[src/rtl/fwd_stall_unit_pkg.sv]
// Shared types and defaults for the forwarding / hazard-stall unit.
// Contents: default parameter values, register index type, stall-cause
// encoding and a helper that sizes the forward-select field.
package fwd_stall_unit_pkg;

  localparam int NUM_SRC_D  = 2;
  localparam int NUM_FWD_D  = 2;
  localparam int NUM_REGS_D = 32;
  localparam int MAX_PEND_D = 4;
  localparam int TIMEOUT_D  = 255;
  localparam int CNT_W_D    = 16;
  localparam int REG_W      = 5;

  typedef logic [REG_W-1:0] reg_idx_t;

  // Stall cause, ordered so RUN is the idle/reset encoding.
  typedef enum logic [1:0] {
    RUN      = 2'd0,
    LOAD_USE = 2'd1,
    SB_WAIT  = 2'd2,
    FULL     = 2'd3
  } stall_cause_t;

  // Forward select width: value 0 means regfile, k means stage k-1.
  function automatic int sel_w(input int num_fwd);
    return (num_fwd < 1) ? 1 : $clog2(num_fwd + 1);
  endfunction

  typedef logic [sel_w(NUM_FWD_D)-1:0] fwd_sel_t;

endpackage

[src/rtl/fwd_stall_unit_if.sv]
// Bundle between the EX-side pipeline and the forwarding / stall unit.
// slave  : the unit (consumes EX/forward/issue/completion info, drives results)
// master : the pipeline (drives the i_* signals, observes the o_* signals)
// i_* : EX operands, downstream stage info, long-latency issue/completion
// o_* : forward selects, stall, pending-full, counters, sticky errors and
//       debug views of the stall-cause state, pending count and busy vector
interface fwd_stall_unit_if
  import fwd_stall_unit_pkg::*;
#(
  parameter int NUM_SRC  = NUM_SRC_D,
  parameter int NUM_FWD  = NUM_FWD_D,
  parameter int NUM_REGS = NUM_REGS_D,
  parameter int CNT_W    = CNT_W_D,
  parameter int PEND_W   = $clog2(MAX_PEND_D + 1)
);
  localparam int SELW = sel_w(NUM_FWD);

  logic                             i_ex_valid;
  logic [NUM_SRC-1:0][REG_W-1:0]    i_ex_src;
  logic [NUM_SRC-1:0]               i_ex_src_used;
  logic [NUM_FWD-1:0]               i_fwd_valid;
  logic [NUM_FWD-1:0]               i_fwd_wr;
  logic [NUM_FWD-1:0][REG_W-1:0]    i_fwd_dest;
  logic [NUM_FWD-1:0]               i_fwd_rdy;
  logic                             i_issue_long;
  logic [REG_W-1:0]                 i_issue_dest;
  logic                             i_cpl_long;
  logic [REG_W-1:0]                 i_cpl_dest;

  logic [NUM_SRC-1:0][SELW-1:0]     o_fwd_sel;
  logic                             o_stall;
  logic                             o_pend_full;
  logic [CNT_W-1:0]                 o_stall_cycles;
  logic                             o_sb_error;
  logic                             o_sb_timeout;
  logic [1:0]                       o_dbg_state;
  logic [PEND_W-1:0]                o_dbg_pend_cnt;
  logic [NUM_REGS-1:0]              o_dbg_busy;

  modport slave (
    input  i_ex_valid, i_ex_src, i_ex_src_used, i_fwd_valid, i_fwd_wr,
           i_fwd_dest, i_fwd_rdy, i_issue_long, i_issue_dest, i_cpl_long,
           i_cpl_dest,
    output o_fwd_sel, o_stall, o_pend_full, o_stall_cycles, o_sb_error,
           o_sb_timeout, o_dbg_state, o_dbg_pend_cnt, o_dbg_busy
  );

  modport master (
    output i_ex_valid, i_ex_src, i_ex_src_used, i_fwd_valid, i_fwd_wr,
           i_fwd_dest, i_fwd_rdy, i_issue_long, i_issue_dest, i_cpl_long,
           i_cpl_dest,
    input  o_fwd_sel, o_stall, o_pend_full, o_stall_cycles, o_sb_error,
           o_sb_timeout, o_dbg_state, o_dbg_pend_cnt, o_dbg_busy
  );

endinterface

[src/rtl/fwd_stall_unit_reg_scoreboard.sv]
// Register scoreboard for long-latency writes.
// Ports: clk/rst; i_set/i_set_dest mark a register busy; i_clr/i_clr_dest
// release one; i_lookup/o_lookup_busy and i_waw_dest/o_waw_busy are busy
// lookups; o_busy, o_pend_cnt, o_pend_full and sticky o_sb_error report state.
module fwd_stall_unit_reg_scoreboard
  import fwd_stall_unit_pkg::*;
#(
  parameter int NUM_SRC  = NUM_SRC_D,
  parameter int NUM_REGS = NUM_REGS_D,
  parameter int MAX_PEND = MAX_PEND_D,
  parameter int PEND_W   = $clog2(MAX_PEND + 1)
) (
  input  logic                          clk,
  input  logic                          rst,
  input  logic                          i_set,
  input  logic [REG_W-1:0]              i_set_dest,
  input  logic                          i_clr,
  input  logic [REG_W-1:0]              i_clr_dest,
  input  logic [NUM_SRC-1:0][REG_W-1:0] i_lookup,
  output logic [NUM_SRC-1:0]            o_lookup_busy,
  input  logic [REG_W-1:0]              i_waw_dest,
  output logic                          o_waw_busy,
  output logic [NUM_REGS-1:0]           o_busy,
  output logic [PEND_W-1:0]             o_pend_cnt,
  output logic                          o_pend_full,
  output logic                          o_sb_error
);

  logic [NUM_REGS-1:0] r_busy;
  logic [NUM_REGS-1:0] w_busy_next;
  logic [PEND_W-1:0]   r_pend_cnt;
  logic                r_sb_error;
  logic                w_clr_valid;

  // A completion only counts if the register was actually outstanding.
  assign w_clr_valid = i_clr & r_busy[i_clr_dest];

  // Clear first, then set, so a same-cycle set of the same register wins.
  always_comb begin
    w_busy_next = r_busy;
    if (i_clr) w_busy_next[i_clr_dest] = 1'b0;
    if (i_set) w_busy_next[i_set_dest] = 1'b1;
    w_busy_next[0] = 1'b0;
  end

  always_ff @(posedge clk or posedge rst) begin
    if (rst) begin
      r_busy     <= '0;
      r_pend_cnt <= '0;
      r_sb_error <= 1'b0;
    end else begin
      r_busy <= w_busy_next;
      case ({i_set, w_clr_valid})
        2'b10:   r_pend_cnt <= r_pend_cnt + 1'b1;
        2'b01:   r_pend_cnt <= r_pend_cnt - 1'b1;
        default: r_pend_cnt <= r_pend_cnt;
      endcase
      if (i_clr && !r_busy[i_clr_dest]) r_sb_error <= 1'b1;
    end
  end

  genvar gi;
  generate
    for (gi = 0; gi < NUM_SRC; gi++) begin : g_lookup
      assign o_lookup_busy[gi] = r_busy[i_lookup[gi]];
    end
  endgenerate

  assign o_waw_busy  = r_busy[i_waw_dest];
  assign o_busy      = r_busy;
  assign o_pend_cnt  = r_pend_cnt;
  assign o_pend_full = (r_pend_cnt == PEND_W'(MAX_PEND));
  assign o_sb_error  = r_sb_error;

endmodule

[src/rtl/fwd_stall_unit.sv]
// Operand-forwarding and hazard-stall unit beside EX.
// Ports: clk, rst (async, active-high) and bus (fwd_stall_unit_if.slave)
// carrying EX operands, downstream stage info, long-latency issue/completion
// and returning forward selects, stall, pend_full, stall counter, sticky
// scoreboard error/timeout and debug state.
module fwd_stall_unit
  import fwd_stall_unit_pkg::*;
#(
  parameter int NUM_SRC  = NUM_SRC_D,
  parameter int NUM_FWD  = NUM_FWD_D,
  parameter int NUM_REGS = NUM_REGS_D,
  parameter int MAX_PEND = MAX_PEND_D,
  parameter int TIMEOUT  = TIMEOUT_D,
  parameter int CNT_W    = CNT_W_D
) (
  input  logic          clk,
  input  logic          rst,
  fwd_stall_unit_if.slave bus
);

  localparam int SELW   = sel_w(NUM_FWD);
  localparam int PEND_W = $clog2(MAX_PEND + 1);
  localparam int WAIT_W = $clog2(TIMEOUT + 2);

  localparam logic [1:0] ST_RUN      = RUN;
  localparam logic [1:0] ST_LOAD_USE = LOAD_USE;
  localparam logic [1:0] ST_SB_WAIT  = SB_WAIT;
  localparam logic [1:0] ST_FULL     = FULL;

  logic [NUM_SRC-1:0][SELW-1:0] w_sel;
  logic [NUM_SRC-1:0]           w_lu_s;
  logic [NUM_SRC-1:0]           w_sbw_s;
  logic [NUM_SRC-1:0]           w_lookup_busy;
  logic                         w_waw_busy;
  logic                         w_pend_full;
  logic [PEND_W-1:0]            w_pend_cnt;
  logic                         w_sb_error;
  logic [NUM_REGS-1:0]          w_busy;
  logic                         w_load_use;
  logic                         w_sb_wait;
  logic                         w_waw;
  logic                         w_full;
  logic                         w_stall;
  logic                         w_set;
  logic [1:0]                   w_state_next;

  logic [1:0]                   r_state;
  logic [WAIT_W-1:0]            r_wait_cnt;
  logic                         r_sb_timeout;
  logic [CNT_W-1:0]             r_stall_cnt;

  // Per-source forward select: lowest (youngest) matching stage wins.
  genvar gi;
  generate
    for (gi = 0; gi < NUM_SRC; gi++) begin : g_src
      logic            w_src_en;
      logic [SELW-1:0] w_sel_g;
      logic            w_win_rdy;

      assign w_src_en = bus.i_ex_src_used[gi] & (bus.i_ex_src[gi] != '0);

      // Scan oldest to youngest so the youngest match overwrites.
      always_comb begin
        w_sel_g   = '0;
        w_win_rdy = 1'b1;
        for (int k = NUM_FWD - 1; k >= 0; k--) begin
          if (w_src_en && bus.i_fwd_valid[k] && bus.i_fwd_wr[k] &&
              (bus.i_fwd_dest[k] == bus.i_ex_src[gi])) begin
            w_sel_g   = SELW'(k + 1);
            w_win_rdy = bus.i_fwd_rdy[k];
          end
        end
      end

      assign w_sel[gi]   = w_sel_g;
      assign w_lu_s[gi]  = (w_sel_g != '0) & ~w_win_rdy;
      // Write-through regfile: a same-cycle completion satisfies the read.
      assign w_sbw_s[gi] = w_src_en & w_lookup_busy[gi] &
                           ~(bus.i_cpl_long & (bus.i_cpl_dest == bus.i_ex_src[gi]));
    end
  endgenerate

  assign w_load_use = bus.i_ex_valid & (|w_lu_s);
  assign w_sb_wait  = bus.i_ex_valid & (|w_sbw_s);
  assign w_waw      = bus.i_ex_valid & bus.i_issue_long & w_waw_busy &
                      ~(bus.i_cpl_long & (bus.i_cpl_dest == bus.i_issue_dest));
  assign w_full     = bus.i_ex_valid & bus.i_issue_long & w_pend_full & ~bus.i_cpl_long;
  assign w_stall    = w_load_use | w_sb_wait | w_waw | w_full;

  assign w_set = bus.i_ex_valid & bus.i_issue_long & ~w_stall & (bus.i_issue_dest != '0);

  fwd_stall_unit_reg_scoreboard #(
    .NUM_SRC  (NUM_SRC),
    .NUM_REGS (NUM_REGS),
    .MAX_PEND (MAX_PEND),
    .PEND_W   (PEND_W)
  ) u_sb (
    .clk           (clk),
    .rst           (rst),
    .i_set         (w_set),
    .i_set_dest    (bus.i_issue_dest),
    .i_clr         (bus.i_cpl_long),
    .i_clr_dest    (bus.i_cpl_dest),
    .i_lookup      (bus.i_ex_src),
    .o_lookup_busy (w_lookup_busy),
    .i_waw_dest    (bus.i_issue_dest),
    .o_waw_busy    (w_waw_busy),
    .o_busy        (w_busy),
    .o_pend_cnt    (w_pend_cnt),
    .o_pend_full   (w_pend_full),
    .o_sb_error    (w_sb_error)
  );

  // Highest-priority current cause; the register is only a perf/debug view.
  always_comb begin
    w_state_next = ST_RUN;
    if (w_load_use)              w_state_next = ST_LOAD_USE;
    else if (w_sb_wait || w_waw) w_state_next = ST_SB_WAIT;
    else if (w_full)             w_state_next = ST_FULL;
  end

  always_ff @(posedge clk or posedge rst) begin
    if (rst) begin
      r_state      <= ST_RUN;
      r_wait_cnt   <= '0;
      r_sb_timeout <= 1'b0;
      r_stall_cnt  <= '0;
    end else begin
      r_state <= w_state_next;
      // Saturate one past TIMEOUT so the counter cannot wrap back below it.
      if (r_state == ST_SB_WAIT) begin
        if (r_wait_cnt <= WAIT_W'(TIMEOUT)) r_wait_cnt <= r_wait_cnt + 1'b1;
      end else begin
        r_wait_cnt <= '0;
      end
      if (r_wait_cnt > WAIT_W'(TIMEOUT)) r_sb_timeout <= 1'b1;
      if (w_stall && (r_stall_cnt != '1)) r_stall_cnt <= r_stall_cnt + 1'b1;
    end
  end

  assign bus.o_fwd_sel      = w_sel;
  assign bus.o_stall        = w_stall;
  assign bus.o_pend_full    = w_pend_full;
  assign bus.o_stall_cycles = r_stall_cnt;
  assign bus.o_sb_error     = w_sb_error;
  assign bus.o_sb_timeout   = r_sb_timeout;
  assign bus.o_dbg_state    = r_state;
  assign bus.o_dbg_pend_cnt = w_pend_cnt;
  assign bus.o_dbg_busy     = w_busy;

endmodule

[src/flat_wrapper.sv]
// flat-port wrapper written by rule: the top's interface ports become plain ports
module fwd_stall_unit_flat import fwd_stall_unit_pkg::*;
#(
  parameter int NUM_SRC  = NUM_SRC_D,
  parameter int NUM_FWD  = NUM_FWD_D,
  parameter int NUM_REGS = NUM_REGS_D,
  parameter int MAX_PEND = MAX_PEND_D,
  parameter int TIMEOUT  = TIMEOUT_D,
  parameter int CNT_W    = CNT_W_D
)
  (clk, rst, bus_i_ex_valid, bus_i_ex_src, bus_i_ex_src_used, bus_i_fwd_valid, bus_i_fwd_wr, bus_i_fwd_dest, bus_i_fwd_rdy, bus_i_issue_long, bus_i_issue_dest, bus_i_cpl_long, bus_i_cpl_dest, bus_o_fwd_sel, bus_o_stall, bus_o_pend_full, bus_o_stall_cycles, bus_o_sb_error, bus_o_sb_timeout, bus_o_dbg_state, bus_o_dbg_pend_cnt, bus_o_dbg_busy);
  fwd_stall_unit_if #(.NUM_SRC(NUM_SRC), .NUM_FWD(NUM_FWD), .NUM_REGS(NUM_REGS), .CNT_W(CNT_W), .PEND_W(3)) bus_i ();
  input  logic clk;
  input  logic rst;
  input wire logic [$bits(bus_i.i_ex_valid)-1:0] bus_i_ex_valid;
  input wire logic [$bits(bus_i.i_ex_src)-1:0] bus_i_ex_src;
  input wire logic [$bits(bus_i.i_ex_src_used)-1:0] bus_i_ex_src_used;
  input wire logic [$bits(bus_i.i_fwd_valid)-1:0] bus_i_fwd_valid;
  input wire logic [$bits(bus_i.i_fwd_wr)-1:0] bus_i_fwd_wr;
  input wire logic [$bits(bus_i.i_fwd_dest)-1:0] bus_i_fwd_dest;
  input wire logic [$bits(bus_i.i_fwd_rdy)-1:0] bus_i_fwd_rdy;
  input wire logic [$bits(bus_i.i_issue_long)-1:0] bus_i_issue_long;
  input wire logic [$bits(bus_i.i_issue_dest)-1:0] bus_i_issue_dest;
  input wire logic [$bits(bus_i.i_cpl_long)-1:0] bus_i_cpl_long;
  input wire logic [$bits(bus_i.i_cpl_dest)-1:0] bus_i_cpl_dest;
  output wire logic [$bits(bus_i.o_fwd_sel)-1:0] bus_o_fwd_sel;
  output wire logic [$bits(bus_i.o_stall)-1:0] bus_o_stall;
  output wire logic [$bits(bus_i.o_pend_full)-1:0] bus_o_pend_full;
  output wire logic [$bits(bus_i.o_stall_cycles)-1:0] bus_o_stall_cycles;
  output wire logic [$bits(bus_i.o_sb_error)-1:0] bus_o_sb_error;
  output wire logic [$bits(bus_i.o_sb_timeout)-1:0] bus_o_sb_timeout;
  output wire logic [$bits(bus_i.o_dbg_state)-1:0] bus_o_dbg_state;
  output wire logic [$bits(bus_i.o_dbg_pend_cnt)-1:0] bus_o_dbg_pend_cnt;
  output wire logic [$bits(bus_i.o_dbg_busy)-1:0] bus_o_dbg_busy;
  assign bus_i.i_ex_valid = bus_i_ex_valid;
  assign bus_i.i_ex_src = bus_i_ex_src;
  assign bus_i.i_ex_src_used = bus_i_ex_src_used;
  assign bus_i.i_fwd_valid = bus_i_fwd_valid;
  assign bus_i.i_fwd_wr = bus_i_fwd_wr;
  assign bus_i.i_fwd_dest = bus_i_fwd_dest;
  assign bus_i.i_fwd_rdy = bus_i_fwd_rdy;
  assign bus_i.i_issue_long = bus_i_issue_long;
  assign bus_i.i_issue_dest = bus_i_issue_dest;
  assign bus_i.i_cpl_long = bus_i_cpl_long;
  assign bus_i.i_cpl_dest = bus_i_cpl_dest;
  assign bus_o_fwd_sel = bus_i.o_fwd_sel;
  assign bus_o_stall = bus_i.o_stall;
  assign bus_o_pend_full = bus_i.o_pend_full;
  assign bus_o_stall_cycles = bus_i.o_stall_cycles;
  assign bus_o_sb_error = bus_i.o_sb_error;
  assign bus_o_sb_timeout = bus_i.o_sb_timeout;
  assign bus_o_dbg_state = bus_i.o_dbg_state;
  assign bus_o_dbg_pend_cnt = bus_i.o_dbg_pend_cnt;
  assign bus_o_dbg_busy = bus_i.o_dbg_busy;
  fwd_stall_unit #(.NUM_SRC(NUM_SRC), .NUM_FWD(NUM_FWD), .NUM_REGS(NUM_REGS), .MAX_PEND(MAX_PEND), .TIMEOUT(TIMEOUT), .CNT_W(CNT_W)) u_core (.clk(clk), .rst(rst), .bus(bus_i));
endmodule
[config.mk]
export PLATFORM = sky130hd
export DESIGN_NAME = fwd_stall_unit_flat
export DESIGN_NICKNAME = d
export VERILOG_FILES = /design/src/rtl/fwd_stall_unit_pkg.sv /design/src/rtl/fwd_stall_unit_if.sv /design/src/rtl/fwd_stall_unit_reg_scoreboard.sv /design/src/rtl/fwd_stall_unit.sv /design/src/flat_wrapper.sv
export SDC_FILE = /design/constraint.sdc
export NUM_CORES = 1
export LEC_CHECK = 0
export BUFFER_PORTS_ARGS = -buffer_cell sky130_fd_sc_hd__buf_2
export CORE_ASPECT_RATIO = 0.6
export CORE_MARGIN = 2
export CORE_UTILIZATION = 25
export CTS_CLUSTER_DIAMETER = 80
export CTS_CLUSTER_SIZE = 12
export DETAILED_ROUTE_END_ITERATION = 8
export PLACE_DENSITY = 0.45
export SLEW_MARGIN = 0
export SYNTH_ARGS = -nofsm -noshare
export SYNTH_HDL_FRONTEND = slang
export SYNTH_SLANG_ARGS = --single-unit
[constraint.sdc]
create_clock -name clk -period 5.1 [get_ports clk]
set_input_delay 0.255 -clock clk [delete_from_list [all_inputs] [get_ports clk]]
set_output_delay 0.255 -clock clk [all_outputs]
set_load 0.05 [all_outputs]
# --- After elaboration in Yosys (flattened, before gate mapping) ---
# Index checks and enable logic that the tools add are counted.
word_totals:
  ff_bits: 63
  latch_bits: 0
  mem_bits_rw: 0
  rom_bits: 0
  in_bits: 43
  output_inout_bits: 61
  wordCells: 120
  mem_count: 0
classes:
  add_sub_neg: 4
  multipliers: 0
  n_div: 0
  order_cmp: 8
  n_eq_ne: 13
  shifts: 0
  mux: 28
  bitwise: 34
  reduce_logical: 26
ops:
  columns: ["cell", "n"]
  rows:
  - ["32-bit 2-to-1 mux", 2]
  - ["5-bit equality test", 7]
  - ["32-bit AND", 1]
  - ["32-bit NOT", 1]
  - ["32-bit OR", 1]
  - ["5-bit by 6-bit less-than comparator with 1-bit output, second input constant", 4]
  - ["1-bit AND", 21]
  - ["1-bit binary-select mux with 5-bit select", 4]
  - ["9-bit 2-to-1 mux", 2]
  - ["16-bit by 1-bit adder with 16-bit output, second input constant", 1]
  - ["1-bit logical AND", 16]
  - ["16-bit != test, second input constant", 1]
  - ["5-bit nonzero test", 3]
  - ["2-bit 2-to-1 mux", 7]
  - ["1-bit demux with 5-bit select", 2]
  - ["5-bit by 1-bit greater-or-equal comparator with 1-bit output, second input constant", 2]
  - ["1-bit 2-to-1 mux", 10]
  - ["9-bit by 1-bit adder with 9-bit output, second input constant", 1]
  - ["9-bit by 8-bit greater-than comparator with 1-bit output, second input constant", 1]
  - ["9-bit by 8-bit <= comparator with 1-bit output, second input constant", 1]
  - ["1-bit NOT", 7]
  - ["3-bit case mux with 2 select lines", 1]
  - ["2-bit nonzero test", 3]
  - ["2-bit equality test, second input constant", 2]
  - ["9 further kinds", 12]

# --- Longest topological paths before layout ---
logic_depth:
  depth_word: 19
  ltp_mapped: 17
  ltp_nobuf: 13

# --- Hierarchy ---
# From an unflattened synthesis, not the netlist that was laid out.
unflattened:
  cells_unflattened: 428
  hier_area_um2: 4426.7
modules_own_cells:
  columns: ["module", "n_inst", "cells_each", "area_each_um2", "seq_area_each_um2"]
  rows:
  - ["fwd_stall_unit_reg_scoreboard", 1, 224, 2543.7, 875.8]
  - ["fwd_stall_unit", 1, 204, 1883.1, 700.7]

# --- Worst setup path after synthesis ---
# OpenSTA, ideal clock, no wires.
synth_path:
  path_kind: "in2reg"
  from: "input port bus_i_ex_src[9]"
  to: "register u_core.u_sb.r_pend_cnt[2] (netlist: u_core.u_sb.o_pend_cnt[2])"
  setup_time_ns: 0.144
  t_arrival_ns: 4.619
  t_required_ns: 4.956
  slack_ns: 0.337
  cell_stages: 16
  path_buffers: 3
  cell_sequence: "clkbuf_1 > xnor2_1 > nand4_1 > nor4_1 > o22a_1 > o22a_1 > nand4b_2 > or2_1 > buf_6 > buf_6 > o21bai_1 > ha_1 > fa_1 > xnor2_1 > nor2_1 > xor2_1"
synth_between:
  elab_cells_between_ends: 38
  cone_classes: "5 x eq/ne; 7 x mux; 15 x bitwise; 11 x reduce/logical"
synth_rtl:
  columns: ["element", "line_no", "text"]
  rows:
  - ["from (decl)", "flat_wrapper.sv:16", "input wire logic [$bits(bus_i.i_ex_src)-1:0] bus_i_ex_src;"]
  - ["5-bit nonzero test", "fwd_stall_unit.sv:60", "assign w_src_en = bus.i_ex_src_used[gi] & (bus.i_ex_src[gi] != '0);"]
  - ["1-bit AND", "fwd_stall_unit.sv:60", null]
  - ["1-bit logical AND (2 in a row)", "fwd_stall_unit.sv:67", "if (w_src_en && bus.i_fwd_valid[k] && bus.i_fwd_wr[k] &&"]
  - ["1-bit logical AND (*)", "fwd_stall_unit.sv:67", null]
  - ["2-bit 2-to-1 mux (*)", "fwd_stall_unit.sv:67", null]
  - ["named net bus_o_fwd_sel[2]", "flat_wrapper.sv:26", "output wire logic [$bits(bus_i.o_fwd_sel)-1:0] bus_o_fwd_sel;"]
  - ["2-bit nonzero test (*)", "fwd_stall_unit.sv:76", "assign w_lu_s[gi] = (w_sel_g != '0) & ~w_win_rdy;"]
  - ["1-bit AND (*)", "fwd_stall_unit.sv:76", null]
  - ["2-bit OR reduction (*)", "fwd_stall_unit.sv:83", "assign w_load_use = bus.i_ex_valid & (|w_lu_s);"]
  - ["1-bit AND (*)", "fwd_stall_unit.sv:83", null]
  - ["1-bit OR (*) (3 in a row)", "fwd_stall_unit.sv:88", "assign w_stall = w_load_use | w_sb_wait | w_waw | w_full;"]
  - ["1-bit NOT (*)", "fwd_stall_unit.sv:90", "assign w_set = bus.i_ex_valid & bus.i_issue_long & ~w_stall & (bus.i_issue_dest != '0);"]
  - ["1-bit AND (*) (2 in a row)", "fwd_stall_unit.sv:90", null]
  - ["2-bit by 1-bit equality test with 1-bit output / 2-bit equality test (equally long branches)", "fwd_stall_unit_reg_scoreboard.sv:53", "case ({i_set, w_clr_valid})"]
  - ["3-bit case mux with 2 select lines / 2-bit nonzero test (equally long branches)", null, null]
  - ["to (signal assigned)", "fwd_stall_unit_reg_scoreboard.sv:54", "2'b10: r_pend_cnt <= r_pend_cnt + 1'b1;"]
  - ["to (signal assigned)", "fwd_stall_unit_reg_scoreboard.sv:55", "2'b01: r_pend_cnt <= r_pend_cnt - 1'b1;"]
  - ["to (signal assigned)", "fwd_stall_unit_reg_scoreboard.sv:56", "default: r_pend_cnt <= r_pend_cnt;"]
  - ["to (decl)", "fwd_stall_unit_reg_scoreboard.sv:31", "logic [PEND_W-1:0] r_pend_cnt;"]
# Mark *: on every way through the listed nets, which the timed path passes. The rest lies on a longest branch. The select of a mux whose other input is x is not followed.
# A chain may end at the register's enable or synchronous reset.

# --- Final worst setup path ---
layout_path:
  from: "register u_core.u_sb.r_busy[13] (netlist: u_core.u_sb.o_busy[13])"
  to: "register u_core.u_sb.r_pend_cnt[2] (netlist: u_core.u_sb.o_pend_cnt[2])"
layout_between:
  elab_chain_cells: 14
  elab_cells_between_ends: 27
  cone_classes: "2 x eq/ne; 9 x mux; 14 x bitwise; 2 x reduce/logical"
layout_rtl:
  columns: ["element", "line_no", "text"]
  rows:
  - ["from (decl)", "fwd_stall_unit_reg_scoreboard.sv:29", "logic [NUM_REGS-1:0] r_busy;"]
  - ["from (signal assigned)", "fwd_stall_unit_reg_scoreboard.sv:52", "r_busy <= w_busy_next;"]
  - ["1-bit binary-select mux with 5-bit select", "fwd_stall_unit_reg_scoreboard.sv:65", "assign o_lookup_busy[gi] = r_busy[i_lookup[gi]];"]
  - ["1-bit 2-to-1 mux (not written as such)", "fwd_stall_unit_reg_scoreboard.sv:65", null]
  - ["1-bit AND (2 in a row)", "fwd_stall_unit.sv:78", "assign w_sbw_s[gi] = w_src_en & w_lookup_busy[gi] &"]
  - ["2-bit OR reduction", "fwd_stall_unit.sv:84", "assign w_sb_wait = bus.i_ex_valid & (|w_sbw_s);"]
  - ["1-bit AND", "fwd_stall_unit.sv:84", null]
  - ["1-bit OR (3 in a row)", "fwd_stall_unit.sv:88", null]
  - ["1-bit NOT", "fwd_stall_unit.sv:90", null]
  - ["1-bit AND (2 in a row)", "fwd_stall_unit.sv:90", null]
  - ["2-bit by 1-bit equality test with 1-bit output / 2-bit equality test (equally long branches)", "fwd_stall_unit_reg_scoreboard.sv:53", null]
  - ["3-bit case mux with 2 select lines / 2-bit nonzero test (equally long branches)", null, null]
# Several ways; a longest one is shown, not always the timed one. The select of a mux whose other input is x is not followed.

==> flow_metrics.py <==
metrics = {
    "synth": {
        "synth_cell_type_count": 62,
        "ys_ff_latch": 63,
        "synth_edf_count": 0,
        "synth_nets": 528,
        "ys.flop_type": "dfrtp_1",
        "yosys_warnings": 0,
        "seq_area_frac_synth_pct": 32.75,
        "synth.cell_area_um2": 4813,
        "avgSynthCellArea_um2": 10.03,
        "synthArstFlopShare_pct": 100.0,
        "syn_inst": 480,
    },
    "layout": {
        "fin_util_pct": 30.47,
        "area_growth_pct": 19.83,
        "drive_gt1_share_pct": 33.04,
        "nets": 606,
    },
    "pwr": {
        "intPower_mw": 1.252,
        "power_switching_uw": 905.0,
        "peakVddDrop_mv": 0.1577,
        "p_per_area_nw_per_um2": 373.9,
        "p_sw_share_pct": 41.96,
        "power_mw": 2.157,
        "combPwrFrac_pct": 36.4,
        "p_leak_nw": 2.437,
        "clockPowerShare_pct": 30.5,
        "seq_power_share_pct": 33.1,
    },
    "clock_tree": {
        "cts_buffer_depth": 2,
        "h-tree-depth": 3,
        "ctsHoldBuffers": 0,
        "cts_tree": "done",
        "cts-buffers-inserted": 9,
        "clk_pin_slew_ns": 0.06,
        "clk_latency_ns": 0.33,
        "cts_root_buffer": "clkbuf_16",
        "clock_sinks": 63,
        "postCtsSetupRepairBufs": 0,
        "cts_resized": 0,
    },
    "drt": {
        "vias": 4236,
        "drtIter0Drc": 340,
        "drc": 0,
        "firstDrtPassIters": 5,
        "avgRoutedWirePerCell_um": 20.41,
        "routed_wl_mm": 16.54,
        "detail_route.vias_per_cell": 5.230,
        "drtAntennaViolNets": 0,
    },
    "timing": {
        "rsz0062_at_grt": "no",
        "final-hold-violation-count": 0,
        "period_share_pct": 76.56,
        "skew_ns": 0.008200,
        "max_freq_ghz": 0.2561,
        "tightestPinTransition_ns": 0.8175,
        "slew_violations": 0,
        "slew_headroom_pct": 45.50,
        "period_minus_slack_ns": 3.905,
        "setup_viol": 0,
        "fin_tns_setup_ns": 0,
    },
    "critical_path": {
        "cp.arrival_ns": 4.11,
        "worst_setup_path_start_kind": "register",
        "crit_path_max_fanout": 16,
        "endpoint_kind": "register",
        "worstPathRequired_ns": 5.31,
        "critPathKind": "register to register",
    },
    "die": {
        "die_w_um": 183.1,
        "rows": 39,
        "core-area_um2": 18930,
        "io_pins": 104,
        "start_util_pct": 25.42,
        "die_area_um2": 20420,
        "die_h_um": 111.5,
    },
    "place": {
        "dp_hpwl_mm": 12.20,
        "port_buffers": 102,
        "gp_congestion": 0.8590,
    },
    "global_route": {
        "grt_max_degree": 64,
        "grt_use_total_pct": 16.48,
        "grt_pass1_wl_mm": 25.85,
        "gr-total-overflow": 0,
        "grt_pass1_vias": 4307,
        "antenna_found_initial": 1,
    },
    "job": {
        "cap_violations": 0,
    },
    "min_path": {
        "hp-class": "primary input to asynchronous set/reset pin",
    },
    "run_status": {
        "status": "complete, no violations",
    },
}
-- metrics by stage --
step                      cells  hold slack [ns]  area [um^2]  setup slack, ns
final                       810           0.1616         5768            1.195
after floorplan             480           0.3927         4813           0.3365
after global routing        809           0.2510         5766           0.9247
after detailed placement    793           0.4555         5451           0.9304
after CTS                   809           0.2059         5766            1.199
after global placement      793           0.4517         5451            1.029
-- critical path, cell delays in order, from the launching register on --
cell and delay (ns):
dfrtp_1 0.48, mux4_2 0.49, mux2_2 0.28, a211o_1 0.30, a31oi_2 0.28, nand4b_2 0.43, or2_1 0.38, o21bai_1 0.16
ha_1 0.22, fa_1 0.39, xnor2_1 0.17, nor2_1 0.06, xor2_1 0.13
-- synth_stat cells (all sizes together) (4+ instances only) --
master	count	area, um^2
dfrtp	63	1577
and3	8	50.05
nand3	14	70.07
nand4	14	87.58
nand2	28	105.1
o21ai	36	180.2
inv	15	56.30
nor3	8	40.04
mux4	18	405.4
nor2	23	86.33
or2	4	25.03
nor4	7	50.05
o22ai	5	31.28
o31ai	31	372.9
mux2	10	112.6
or3b	4	35.03
mux2i	22	220.2
nand3b	9	67.56
or4	4	30.03
buf	21	135.1
nor2b	7	43.79
xor2	22	192.7
clkbuf	16	60.06
xnor2	37	324.1
nand2b	11	68.82
ha	4	50.05
-- sequential cells by signal, indices dropped and copies added, names as in the netlist --
name	flops
u_core.bus.o_dbg_state	2
u_core.bus.o_sb_timeout	1
u_core.bus.o_stall_cycles	16
u_core.r_wait_cnt	9
u_core.u_sb.o_busy	31
u_core.u_sb.o_pend_cnt	3
u_core.u_sb.o_sb_error	1
-- cell usage in the layout (no fill, tap or decap), types with 3 or more instances in the layout --
master / count
o31ai_1: 3
nand3_1: 14
dfrtp_1: 63
xor2_1: 22
mux2_2: 9
nand4_1: 14
nor2b_1: 7
xnor2_1: 37
ha_1: 4
nor3_1: 8
or2_2: 3
or3b_2: 4
nand2_1: 28
nand3b_1: 9
nand2b_1: 11
mux2i_1: 22
nor2_1: 23
and3_1: 8
or4_1: 4
buf_2: 102
mux4_2: 18
nor4_1: 6
o22ai_1: 5
inv_1: 14
clkbuf_16: 9
o21ai_0: 36
o31ai_2: 28
-- path summary, 6_finish.rpt --
path	from	endpoint	slack, ns	depth (start not counted)
min reg2reg	u_core.bus.o_sb_timeout$_DFFE_PP0N_	u_core.bus.o_sb_timeout$_DFFE_PP0N_	0.47	1
max reg2reg	u_core.u_sb.o_busy[13]$_DFF_PP0_	u_core.u_sb.o_pend_cnt[2]$_DFFE_PP0P_	1.20	12
min	rst	u_core.r_wait_cnt[1]$_DFFE_PP0P_	0.16	3
max in group asynchronous	rst	u_core.u_sb.o_busy[24]$_DFF_PP0_	4.38	3
min in group clk	bus_i_ex_valid	u_core.bus.o_dbg_state[0]$_DFF_PP0_	0.26	3
max	u_core.u_sb.o_busy[13]$_DFF_PP0_	u_core.u_sb.o_pend_cnt[2]$_DFFE_PP0P_	1.20	12
-- power groups by stage --
stage / clock (mW) / sequential [mW] / combinational [mW]
6_report: 0.658 / 0.714 / 0.785
5_1_grt: 0.696 / 0.728 / 0.841
4_1_cts: 0.666 / 0.712 / 0.788
2_1_floorplan: 0 / 0.925 / 0.350
3_3_place_gp: 0 / 0.717 / 0.777
3_5_place_dp: 0 / 0.719 / 0.784
-- cell families after synthesis --
group / share of synthesized area (%)
AO/OA/AOI/OAI: 16.90
XOR/XNOR: 10.74
adder cells (fa/ha/maj): 1.456
buffers and inverters: 5.225
flip-flops: 32.75
multiplexers: 15.34
other: 0.07791
AND/OR/NAND/NOR: 17.52
-- area by class of cell --
cell class / count / area, um^2
Clock buffer: 10 / 229.0
Clock inverter: 6 / 85.08
Sequential cell: 63 / 1577
Inverter: 15 / 56.30
Tap cell: 246 / 307.8
Antenna cell: 1 / 2.502
Timing Repair Buffer: 104 / 525.5
Fill cell: 1976 / 13170
Multi-Input combinational cell: 365 / 2985
-- layer usage --
layer	global-route usage [%]	vias up	routed length, um
met5	0	-	0
met4	3.360	0	139
met3	4.253	17	1274
met2	23.96	169	7057
met1	24.49	2116	8064
li1	-	1934	-
(Power assumes the default switching activity.)
